--- src/rtl/muldiv_unit.sv ---
// ---------------------------------------------------------------------------
// muldiv_unit
// Iterative RV32M multiply/divide unit for the Execute stage. An operation is
// accepted with a start pulse. The unit then stays busy while it runs, and
// reports the result with a one-cycle done pulse.
//
// Multiply uses shift-add over a 2*DATA_W product register. Divide uses
// restoring shift-subtract. STEP_BITS bits are retired per CALC cycle.
//
// Parameters
//   DATA_W    operand/result width (even, >= 8)
//   STEP_BITS bits retired per CALC cycle (1, 2 or 4; divides DATA_W)
//   RD_W      destination tag width
//
// Ports
//   clk     rising-edge clock
//   rst     synchronous active-high reset
//   start   issue request, sampled while busy=0
//   op      RV32M funct3 (0 MUL .. 7 REMU)
//   opa     rs1 operand
//   opb     rs2 operand
//   rd_in   destination tag
//   flush   abort the in-flight operation
//   busy    operation in flight
//   done    one-cycle result-valid pulse
//   result  result, held until the next completion
//   rd_out  tag of the completed operation
// ---------------------------------------------------------------------------
module muldiv_unit #(
    parameter int DATA_W    = 32,
    parameter int STEP_BITS = 1,
    parameter int RD_W      = 5
) (
    input  logic              clk,
    input  logic              rst,
    input  logic              start,
    input  logic [2:0]        op,
    input  logic [DATA_W-1:0] opa,
    input  logic [DATA_W-1:0] opb,
    input  logic [RD_W-1:0]   rd_in,
    input  logic              flush,
    output logic              busy,
    output logic              done,
    output logic [DATA_W-1:0] result,
    output logic [RD_W-1:0]   rd_out
);

    localparam int N_STEPS = DATA_W / STEP_BITS;
    localparam int CNT_W   = $clog2(N_STEPS) + 1;
    localparam logic [CNT_W-1:0]  CNT_LOAD = CNT_W'(N_STEPS - 1);
    localparam logic [DATA_W-1:0] ZERO_W   = {DATA_W{1'b0}};
    localparam logic [DATA_W-1:0] ONES_W   = {DATA_W{1'b1}};
    localparam logic [DATA_W-1:0] MOST_NEG = {1'b1, {(DATA_W-1){1'b0}}};

    localparam logic [2:0] OP_MUL    = 3'd0;
    localparam logic [2:0] OP_MULH   = 3'd1;
    localparam logic [2:0] OP_MULHSU = 3'd2;
    localparam logic [2:0] OP_MULHU  = 3'd3;
    localparam logic [2:0] OP_DIV    = 3'd4;
    localparam logic [2:0] OP_DIVU   = 3'd5;
    localparam logic [2:0] OP_REM    = 3'd6;
    localparam logic [2:0] OP_REMU   = 3'd7;

    typedef enum logic [1:0] {
        S_IDLE = 2'd0,
        S_CALC = 2'd1,
        S_FIX  = 2'd2,
        S_DONE = 2'd3
    } state_t;

    // Two's-complement negation of a DATA_W value.
    function automatic logic [DATA_W-1:0] neg_w(input logic [DATA_W-1:0] v);
        return ~v + {{(DATA_W-1){1'b0}}, 1'b1};
    endfunction

    // Two's-complement negation of a 2*DATA_W value.
    function automatic logic [2*DATA_W-1:0] neg_2w(input logic [2*DATA_W-1:0] v);
        return ~v + {{(2*DATA_W-1){1'b0}}, 1'b1};
    endfunction

    // STEP_BITS shift-add iterations. hi is the running partial product and
    // lo is the multiplier, which is shifted out as product bits shift in.
    function automatic logic [2*DATA_W-1:0] mul_steps(
        input logic [DATA_W-1:0] hi,
        input logic [DATA_W-1:0] lo,
        input logic [DATA_W-1:0] mcand
    );
        logic [DATA_W:0]   sum;
        logic [DATA_W-1:0] h;
        logic [DATA_W-1:0] l;
        h = hi;
        l = lo;
        for (int i = 0; i < STEP_BITS; i++) begin
            if (l[0]) begin
                sum = {1'b0, h} + {1'b0, mcand};
            end else begin
                sum = {1'b0, h};
            end
            l = {sum[0], l[DATA_W-1:1]};
            h = sum[DATA_W:1];
        end
        return {h, l};
    endfunction

    // STEP_BITS restoring-division iterations. hi is the partial remainder and
    // lo is the dividend, which is shifted out as quotient bits shift in.
    function automatic logic [2*DATA_W-1:0] div_steps(
        input logic [DATA_W-1:0] hi,
        input logic [DATA_W-1:0] lo,
        input logic [DATA_W-1:0] dvsr
    );
        logic [DATA_W:0]   shifted;
        logic [DATA_W:0]   diff;
        logic [DATA_W-1:0] h;
        logic [DATA_W-1:0] l;
        h = hi;
        l = lo;
        for (int i = 0; i < STEP_BITS; i++) begin
            shifted = {h, l[DATA_W-1]};
            diff    = shifted - {1'b0, dvsr};
            // Bit DATA_W of diff is set only when the trial subtraction went negative.
            if (!diff[DATA_W]) begin
                h = diff[DATA_W-1:0];
                l = {l[DATA_W-2:0], 1'b1};
            end else begin
                h = shifted[DATA_W-1:0];
                l = {l[DATA_W-2:0], 1'b0};
            end
        end
        return {h, l};
    endfunction

    state_t              state_r;
    logic [2:0]          op_r;
    logic [RD_W-1:0]     rd_r;
    logic                neg_a_r;
    logic                neg_b_r;
    logic [DATA_W-1:0]   opnd_r;
    logic [DATA_W-1:0]   hi_r;
    logic [DATA_W-1:0]   lo_r;
    logic [CNT_W-1:0]    cnt_r;
    logic                special_r;
    logic [DATA_W-1:0]   spec_val_r;
    logic                busy_r;
    logic                done_r;
    logic [DATA_W-1:0]   result_r;
    logic [RD_W-1:0]     rd_out_r;

    logic                a_signed_s;
    logic                b_signed_s;
    logic                neg_a_s;
    logic                neg_b_s;
    logic [DATA_W-1:0]   a_mag_s;
    logic [DATA_W-1:0]   b_mag_s;
    logic                div_zero_s;
    logic                ovf_s;
    logic                special_s;
    logic [DATA_W-1:0]   spec_val_s;
    logic                accept_s;
    logic [2*DATA_W-1:0] step_s;
    logic [2*DATA_W-1:0] prod_fix_s;
    logic [DATA_W-1:0]   quo_fix_s;
    logic [DATA_W-1:0]   rem_fix_s;
    logic [DATA_W-1:0]   fix_val_s;

    // Operand signedness per opcode.
    always_comb begin
        a_signed_s = 1'b0;
        b_signed_s = 1'b0;
        case (op)
            OP_MULH:   begin a_signed_s = 1'b1; b_signed_s = 1'b1; end
            OP_MULHSU: begin a_signed_s = 1'b1; b_signed_s = 1'b0; end
            OP_DIV:    begin a_signed_s = 1'b1; b_signed_s = 1'b1; end
            OP_REM:    begin a_signed_s = 1'b1; b_signed_s = 1'b1; end
            default:   begin a_signed_s = 1'b0; b_signed_s = 1'b0; end
        endcase
    end

    assign neg_a_s = a_signed_s & opa[DATA_W-1];
    assign neg_b_s = b_signed_s & opb[DATA_W-1];
    // The most-negative value maps to 2^(DATA_W-1), which still fits unsigned.
    assign a_mag_s = neg_a_s ? neg_w(opa) : opa;
    assign b_mag_s = neg_b_s ? neg_w(opb) : opb;

    assign div_zero_s = op[2] & (opb == ZERO_W);
    assign ovf_s      = ((op == OP_DIV) | (op == OP_REM)) & (opa == MOST_NEG) & (opb == ONES_W);
    assign special_s  = div_zero_s | ovf_s;

    // Fixed results for divide-by-zero and signed overflow; op[1] marks REM/REMU.
    always_comb begin
        if (div_zero_s) begin
            spec_val_s = op[1] ? opa : ONES_W;
        end else if (ovf_s) begin
            spec_val_s = op[1] ? ZERO_W : opa;
        end else begin
            spec_val_s = ZERO_W;
        end
    end

    // A flush in the same cycle cancels the issue request.
    assign accept_s = start & ~flush & ((state_r == S_IDLE) | (state_r == S_DONE));

    // One CALC cycle of the selected algorithm.
    always_comb begin
        if (op_r[2]) begin
            step_s = div_steps(hi_r, lo_r, opnd_r);
        end else begin
            step_s = mul_steps(hi_r, lo_r, opnd_r);
        end
    end

    // Sign correction and half/quotient/remainder selection for the FIX cycle.
    always_comb begin
        prod_fix_s = (neg_a_r ^ neg_b_r) ? neg_2w({hi_r, lo_r}) : {hi_r, lo_r};
        quo_fix_s  = (neg_a_r ^ neg_b_r) ? neg_w(lo_r) : lo_r;
        rem_fix_s  = neg_a_r ? neg_w(hi_r) : hi_r;
        fix_val_s  = ZERO_W;
        if (special_r) begin
            fix_val_s = spec_val_r;
        end else begin
            case (op_r)
                OP_MUL:    fix_val_s = prod_fix_s[DATA_W-1:0];
                OP_MULH:   fix_val_s = prod_fix_s[2*DATA_W-1:DATA_W];
                OP_MULHSU: fix_val_s = prod_fix_s[2*DATA_W-1:DATA_W];
                OP_MULHU:  fix_val_s = prod_fix_s[2*DATA_W-1:DATA_W];
                OP_DIV:    fix_val_s = quo_fix_s;
                OP_DIVU:   fix_val_s = quo_fix_s;
                OP_REM:    fix_val_s = rem_fix_s;
                OP_REMU:   fix_val_s = rem_fix_s;
                default:   fix_val_s = ZERO_W;
            endcase
        end
    end

    // Control FSM, datapath registers and registered outputs.
    always_ff @(posedge clk) begin
        if (rst) begin
            state_r    <= S_IDLE;
            op_r       <= 3'd0;
            rd_r       <= {RD_W{1'b0}};
            neg_a_r    <= 1'b0;
            neg_b_r    <= 1'b0;
            opnd_r     <= ZERO_W;
            hi_r       <= ZERO_W;
            lo_r       <= ZERO_W;
            cnt_r      <= {CNT_W{1'b0}};
            special_r  <= 1'b0;
            spec_val_r <= ZERO_W;
            busy_r     <= 1'b0;
            done_r     <= 1'b0;
            result_r   <= ZERO_W;
            rd_out_r   <= {RD_W{1'b0}};
        end else begin
            case (state_r)
                S_IDLE, S_DONE: begin
                    done_r <= 1'b0;
                    if (accept_s) begin
                        op_r       <= op;
                        rd_r       <= rd_in;
                        neg_a_r    <= neg_a_s;
                        neg_b_r    <= neg_b_s;
                        // Multiply: opnd is the multiplicand and lo holds the multiplier.
                        // Divide: opnd is the divisor and lo holds the dividend.
                        opnd_r     <= op[2] ? b_mag_s : a_mag_s;
                        lo_r       <= op[2] ? a_mag_s : b_mag_s;
                        hi_r       <= ZERO_W;
                        cnt_r      <= CNT_LOAD;
                        special_r  <= special_s;
                        spec_val_r <= spec_val_s;
                        busy_r     <= 1'b1;
                        state_r    <= special_s ? S_FIX : S_CALC;
                    end else begin
                        busy_r  <= 1'b0;
                        state_r <= S_IDLE;
                    end
                end
                S_CALC: begin
                    if (flush) begin
                        busy_r  <= 1'b0;
                        state_r <= S_IDLE;
                    end else begin
                        hi_r <= step_s[2*DATA_W-1:DATA_W];
                        lo_r <= step_s[DATA_W-1:0];
                        if (cnt_r == {CNT_W{1'b0}}) begin
                            state_r <= S_FIX;
                        end else begin
                            cnt_r <= cnt_r - {{(CNT_W-1){1'b0}}, 1'b1};
                        end
                    end
                end
                S_FIX: begin
                    if (flush) begin
                        busy_r  <= 1'b0;
                        state_r <= S_IDLE;
                    end else begin
                        result_r <= fix_val_s;
                        rd_out_r <= rd_r;
                        done_r   <= 1'b1;
                        busy_r   <= 1'b0;
                        state_r  <= S_DONE;
                    end
                end
                default: begin
                    busy_r  <= 1'b0;
                    done_r  <= 1'b0;
                    state_r <= S_IDLE;
                end
            endcase
        end
    end

    assign busy   = busy_r;
    assign done   = done_r;
    assign result = result_r;
    assign rd_out = rd_out_r;

endmodule

--- config.mk ---
export PLATFORM = sky130hd
export DESIGN_NAME = muldiv_unit
export DESIGN_NICKNAME = d
export VERILOG_FILES = /design/src/rtl/muldiv_unit.sv
export SDC_FILE = /design/constraint.sdc
export NUM_CORES = 1
export LEC_CHECK = 0
export ABC_AREA = 1
export CAP_MARGIN = 20
export CELL_PAD_IN_SITES_DETAIL_PLACEMENT = 1
export CELL_PAD_IN_SITES_GLOBAL_PLACEMENT = 1
export CORE_UTILIZATION = 38
export CTS_CLUSTER_SIZE = 40
export DETAILED_ROUTE_END_ITERATION = 12
export PLACE_DENSITY = 0.89
export SETUP_SLACK_MARGIN = 0.02
export SYNTH_ARGS = -nofsm -noshare
export SYNTH_HDL_FRONTEND = slang
export SYNTH_SLANG_ARGS = --single-unit
--- constraint.sdc ---
create_clock -name clk -period 2.34 [get_ports clk]
set_input_delay 0.468 -clock clk [delete_from_list [all_inputs] [get_ports clk]]
set_output_delay 0.468 -clock clk [all_outputs]
set_load 0.02 [all_outputs]
==> flow_summary_export.csv, run 1 <==
group,metric,value,unit
synthesis,syn_nets,3663,
synthesis,syn_avg_cell_area,5.56,um2
cts,clock_sinks,186,
synthesis,synth.distinct_cells,55,
synthesis,synth_edf_count,0,
cts,clockRootBuffer,"clkbuf_16",
die,die_w,229,um
die,rows,82,
cts,cts_buffers,17,
placement,placedCellCount,4688,
die,die_h,229,um
synthesis,ys_ff_latch,186,
placement,dp_slack,-531,ps
sta,worstEndpointGrtRepair,"hi_r[5]$_SDFFE_PP0P_/D",
global_routing,grt-ovfl-total,32,
run_status,error,"[ERROR GRT-0232] Routing congestion too high. Check the congestion heatmap in the GUI.",
die,initial_utilization,38.8,%
placement,place.port_buffers,114,
synthesis,synth_ff_type,"dfxtp_1",
synthesis,synthArstFlopShare,0,%
placement,place.gp.congestion,1.03,
synthesis,ys_seq_area_share,19.1,%
synthesis,synth_top_area_cell,"nand2_1",
synthesis,synth_warnings,0,
run_status,status,"stopped before the end",
global_routing,grt_util_all_layers,77.4,%
run_status,haltStage,"global routing",
placement,dp_hpwl,88100,um
synthesis,synth_common_cells,"1111 x nand2_1, 415 x nor2_1, 384 x inv_1",
die,boundaryPins,115,
global_routing,grt_start_max_net_pins,94,
synthesis,synth_area,0.0195,mm2
cts,h-tree-depth,4,
synthesis,postSynthCellCount,3512,
cts,clock_path_buffers,2,
sta,worstEndpointType,"register data pin",
synthesis,netlist.area_leader.share,21.4,%
synthesis,yosys-top-cells-area,"nand2_1 21%, dfxtp_1 19%, nor2_1 8.0%",
synthesis,synth.most_common_cell,"nand2_1",
## cells by family after synthesis
family | share of synthesized area (%)
xor+xnor | 3.01
compound gates | 19.5
simple gates | 42.0
fa+ha+maj | 4.88
buf+inv | 11.5
flops | 19.1
## routing by layer
metal	track usage (%)	overflow
met4	80.9	13
met5	45.0	0
met3	65.1	0
met1	75.1	0
met2	91.3	19
## stage by stage
step	util, %	instance area [um2]
after floorplan	-	19500
after global placement	49.8	25100
after detailed placement	49.8	25100
after CTS	53.1	26800
## timing repair
action                     CTS
cloned                       2
resized for setup          216
setup endpoints to repair   79
buffers inserted            21
pin swaps                   84
hold buffers                 0
==> inputs of run 2 (changes only) <==
CELL_PAD_IN_SITES_DETAIL_PLACEMENT = default   (was 1)
CELL_PAD_IN_SITES_GLOBAL_PLACEMENT = default   (was 1)
CORE_UTILIZATION = 40   (was 38)
CTS_CLUSTER_SIZE = default   (was 40)
PLACE_DENSITY = default   (was 0.89)
PLACE_DENSITY_LB_ADDON = 0.15   (was default)
SETUP_SLACK_MARGIN = default   (was 0.02)
clock period = 3 ns   (was 2.34 ns; I/O delays follow)
==> run 2 against run 1 <==
The flow now finishes without violations. Area after synthesis unchanged. Synthesized cell count unchanged.
==> flow_summary_export.csv, run 2 <==
group,metric,value,unit
routing,postRouteAntennaNets,0,
setup_path,critPathTopFamily,"simple AND/OR/NAND/NOR gates",
cts,cts_tree,"done",
cells_and_area,nNetsFinal,3829,
setup_path,cp_num_buf_inv,3,
sta,layout_worst_path_cycle_share,94.3,%
sta,hold_violations,0,
synthesis,netlist.area_leader.share,21.4,%
global_routing,first_global_vias,21691,
routing,finalWirelength,87300,um
routing,vias_per_cell,5.53,
die,die_h,223,um
setup_path,r2r_end,"hi_r[22]",
setup_path,end_kind,"flop",
cts,postCtsSetupRepairBufs,0,
global_routing,met1_usage,46.0,%
synthesis,synth_common_cells,"1111 x nand2_1, 415 x nor2_1, 384 x inv_1",
sta,max_freq,353,MHz
cells_and_area,fillers,5326,
cts,cts_resized,0,
setup_path,cp.arrival,3180,ps
die,core_area,0.0479,mm2
synthesis,syn_nets,3663,
cells_and_area,post-route-util,47.6,%
synthesis,synth_top_area_cell,"nand2_1",
cts,h-tree-depth,4,
setup_path,path_cells,"inv_1, ha_1, a21oi_1, nand2_1, nand2_1, nand2_1, a21oi_4, nand2_2, buf_4, nand2_2, nand2_4, buf_4, nand2_1, nand3_1, nand2_1, a21oi_2",
global_routing,grt_first_pass_wirelength,131000,um
pwr,p_leak,11.0,nW
routing,drtIter0Drc,2630,
global_routing,grt_util_all_layers,34.9,%
setup_path,cpPeakStageDelay,430,ps
setup_path,r2r-start,"opnd_r[19]",
synthesis,synth_edf_count,0,
global_routing,busiest_layer,"met2",
sta,slew_violations,0,
die,die_w,223,um
routing,via_count,23810,
setup_path,critPathMostFrequentCell,"nand2_1",
cts,clockRootBuffer,"clkbuf_16",
sta,setup_viol,0,
die,rows,80,
cts,cts_buffers,17,
sta,rsz0062_at_grt,"false",
job,drv_cap,0,
cts,path_clk_slew,90,ps
cells_and_area,drive_gt1_share,9.51,%
global_routing,grt_use_met2,54.7,%
synthesis,ys_seq_area_share,19.1,%
synthesis,synth_warnings,0,
worst_hold_path,holdCritStartpoint,"result[24]",
synthesis,yosys-top-cells-area,"nand2_1 21%, dfxtp_1 19%, nor2_1 8.0%",
sta,clock_skew,28.4,ps
setup_path,worst-r2r-cell-count,16,
setup_path,crit_fanout,10,
pwr,p_per_area,366,mW/mm2
placement,place.port_buffers,114,
global_routing,antenna_found_initial,5,
worst_hold_path,hold_depth,2,
routing,dr.pass1.iters,7,
setup_path,critPathLaunchType,"flop",
setup_path,cp.required,3350,ps
sta,tightest_slew,729,ps
cells_and_area,mostFrequentLayoutCells,"1111 x nand2_1, 415 x nor2_1, 381 x inv_1",
setup_path,r2r_setup_slack,170,ps
synthesis,ys_ff_latch,186,
setup_path,crit_type,"flop to flop",
placement,place.gp.congestion,1.01,
setup_path,cpMaxStageDelayCell,"ha_1",
synthesis,synth.distinct_cells,55,
global_routing,grt_start_max_net_pins,108,
global_routing,grt-ovfl-total,0,
global_routing,grtUsageMet3,5.83,%
routing,drcViolationCount,0,
synthesis,postSynthCellCount,3512,
cells_and_area,area_delta_synth_final,17.0,%
sta,min_period,2830,ps
synthesis,synth.most_common_cell,"nand2_1",
synthesis,syn_avg_cell_area,5.56,um2
placement,dp_hpwl,70200,um
sta,relSlewSlack,51.4,%
die,initial_utilization,40.7,%
pwr,peakVddDrop,497,uV
cts,clock_latency,500,ps
worst_hold_path,hold_end,"result[24]",
die,boundaryPins,115,
die,fp.dieArea,0.0497,mm2
cts,cts_hold_buf,0,
synthesis,synth_ff_type,"dfxtp_1",
worst_hold_path,holdCritPathClass,"flop to flop",
synthesis,synthArstFlopShare,0,%
cells_and_area,final_common_cell,"nand2_1",
routing,wl_per_cell,20.3,um
run_status,status,"finished, final reports clean",
cts,clock_sinks,186,
sta,setup_tns,0,ps
synthesis,synth_area,0.0195,mm2
cts,clock_path_buffers,2,
run 2: cell counts after synthesis:
Identical to the previous run, type by type.
run 2: tightest hold or removal path: stages (launching register included):
cell and delay, ps:
dfxtp_1 320, nand2_1 60, a21oi_1 50
run 2: power by group:
part           internal, mW  switching, mW
Clock                  1.22           1.28
Sequential             2.55          0.116
Combinational          1.03           2.16
run 2: stage by stage:
stage	cells	cell area [um2]	hold slack [ps]	power (mW)	setup WS [ps]
4_1_cts	4306	22800	469	8.29	203
2_1_floorplan	3512	19500	430	4.61	738
3_3_place_gp	4274	22200	449	5.82	123
3_5_place_dp	4274	22200	456	5.82	96.4
6_report	4307	22800	467	8.35	171
5_1_grt	4306	22800	486	8.77	60.9
run 2: worst max path at each step:
stage	to	cells past startpoint	from	slack, ps
after CTS	hi_r[22]	16	opnd_r[19]	200
final	hi_r[22]	16	opnd_r[19]	170
after global routing	hi_r[22]	16	opnd_r[19]	60
after global placement	lo_r[31]	12	opb[2]	120
after detailed placement	lo_r[31]	12	opb[2]	100
after floorplan	hi_r[9]	16	lo_r[31]	740
run 2: cell families after synthesis:
kind of cell,after synthesis,share of synthesized area [%]
AND/OR/NAND/NOR,1958,42.0
AO/OA/AOI/OAI,676,19.5
buffers and inverters,550,11.5
flip-flops,186,19.1
adder cells (fa/ha/maj),75,4.88
XOR/XNOR,67,3.01
run 2: layer usage:
layer / wire length, um / vias to the layer above / part of all wire, %
met5: 46 / - / 0.053
met4: 4980 / 8 / 5.7
met3: 7100 / 201 / 8.1
met2: 38100 / 1063 / 44
met1: 37100 / 10822 / 42
li1: - / 11716 / -
run 2: area by class of cell:
type | instances | area [um2] | share of cell area [%]
well taps | 615 | 769 | 3.37
repair buffers | 298 | 2650 | 11.6
multi-input cells | 2776 | 13600 | 59.4
clock inverters | 14 | 195 | 0.855
diodes | 1 | 2.50 | 0.0110
flip-flops and latches | 186 | 3720 | 16.3
clock buffers | 18 | 429 | 1.88
inverters | 399 | 1500 | 6.57
Note: power is estimated with default switching activity, not from simulation.
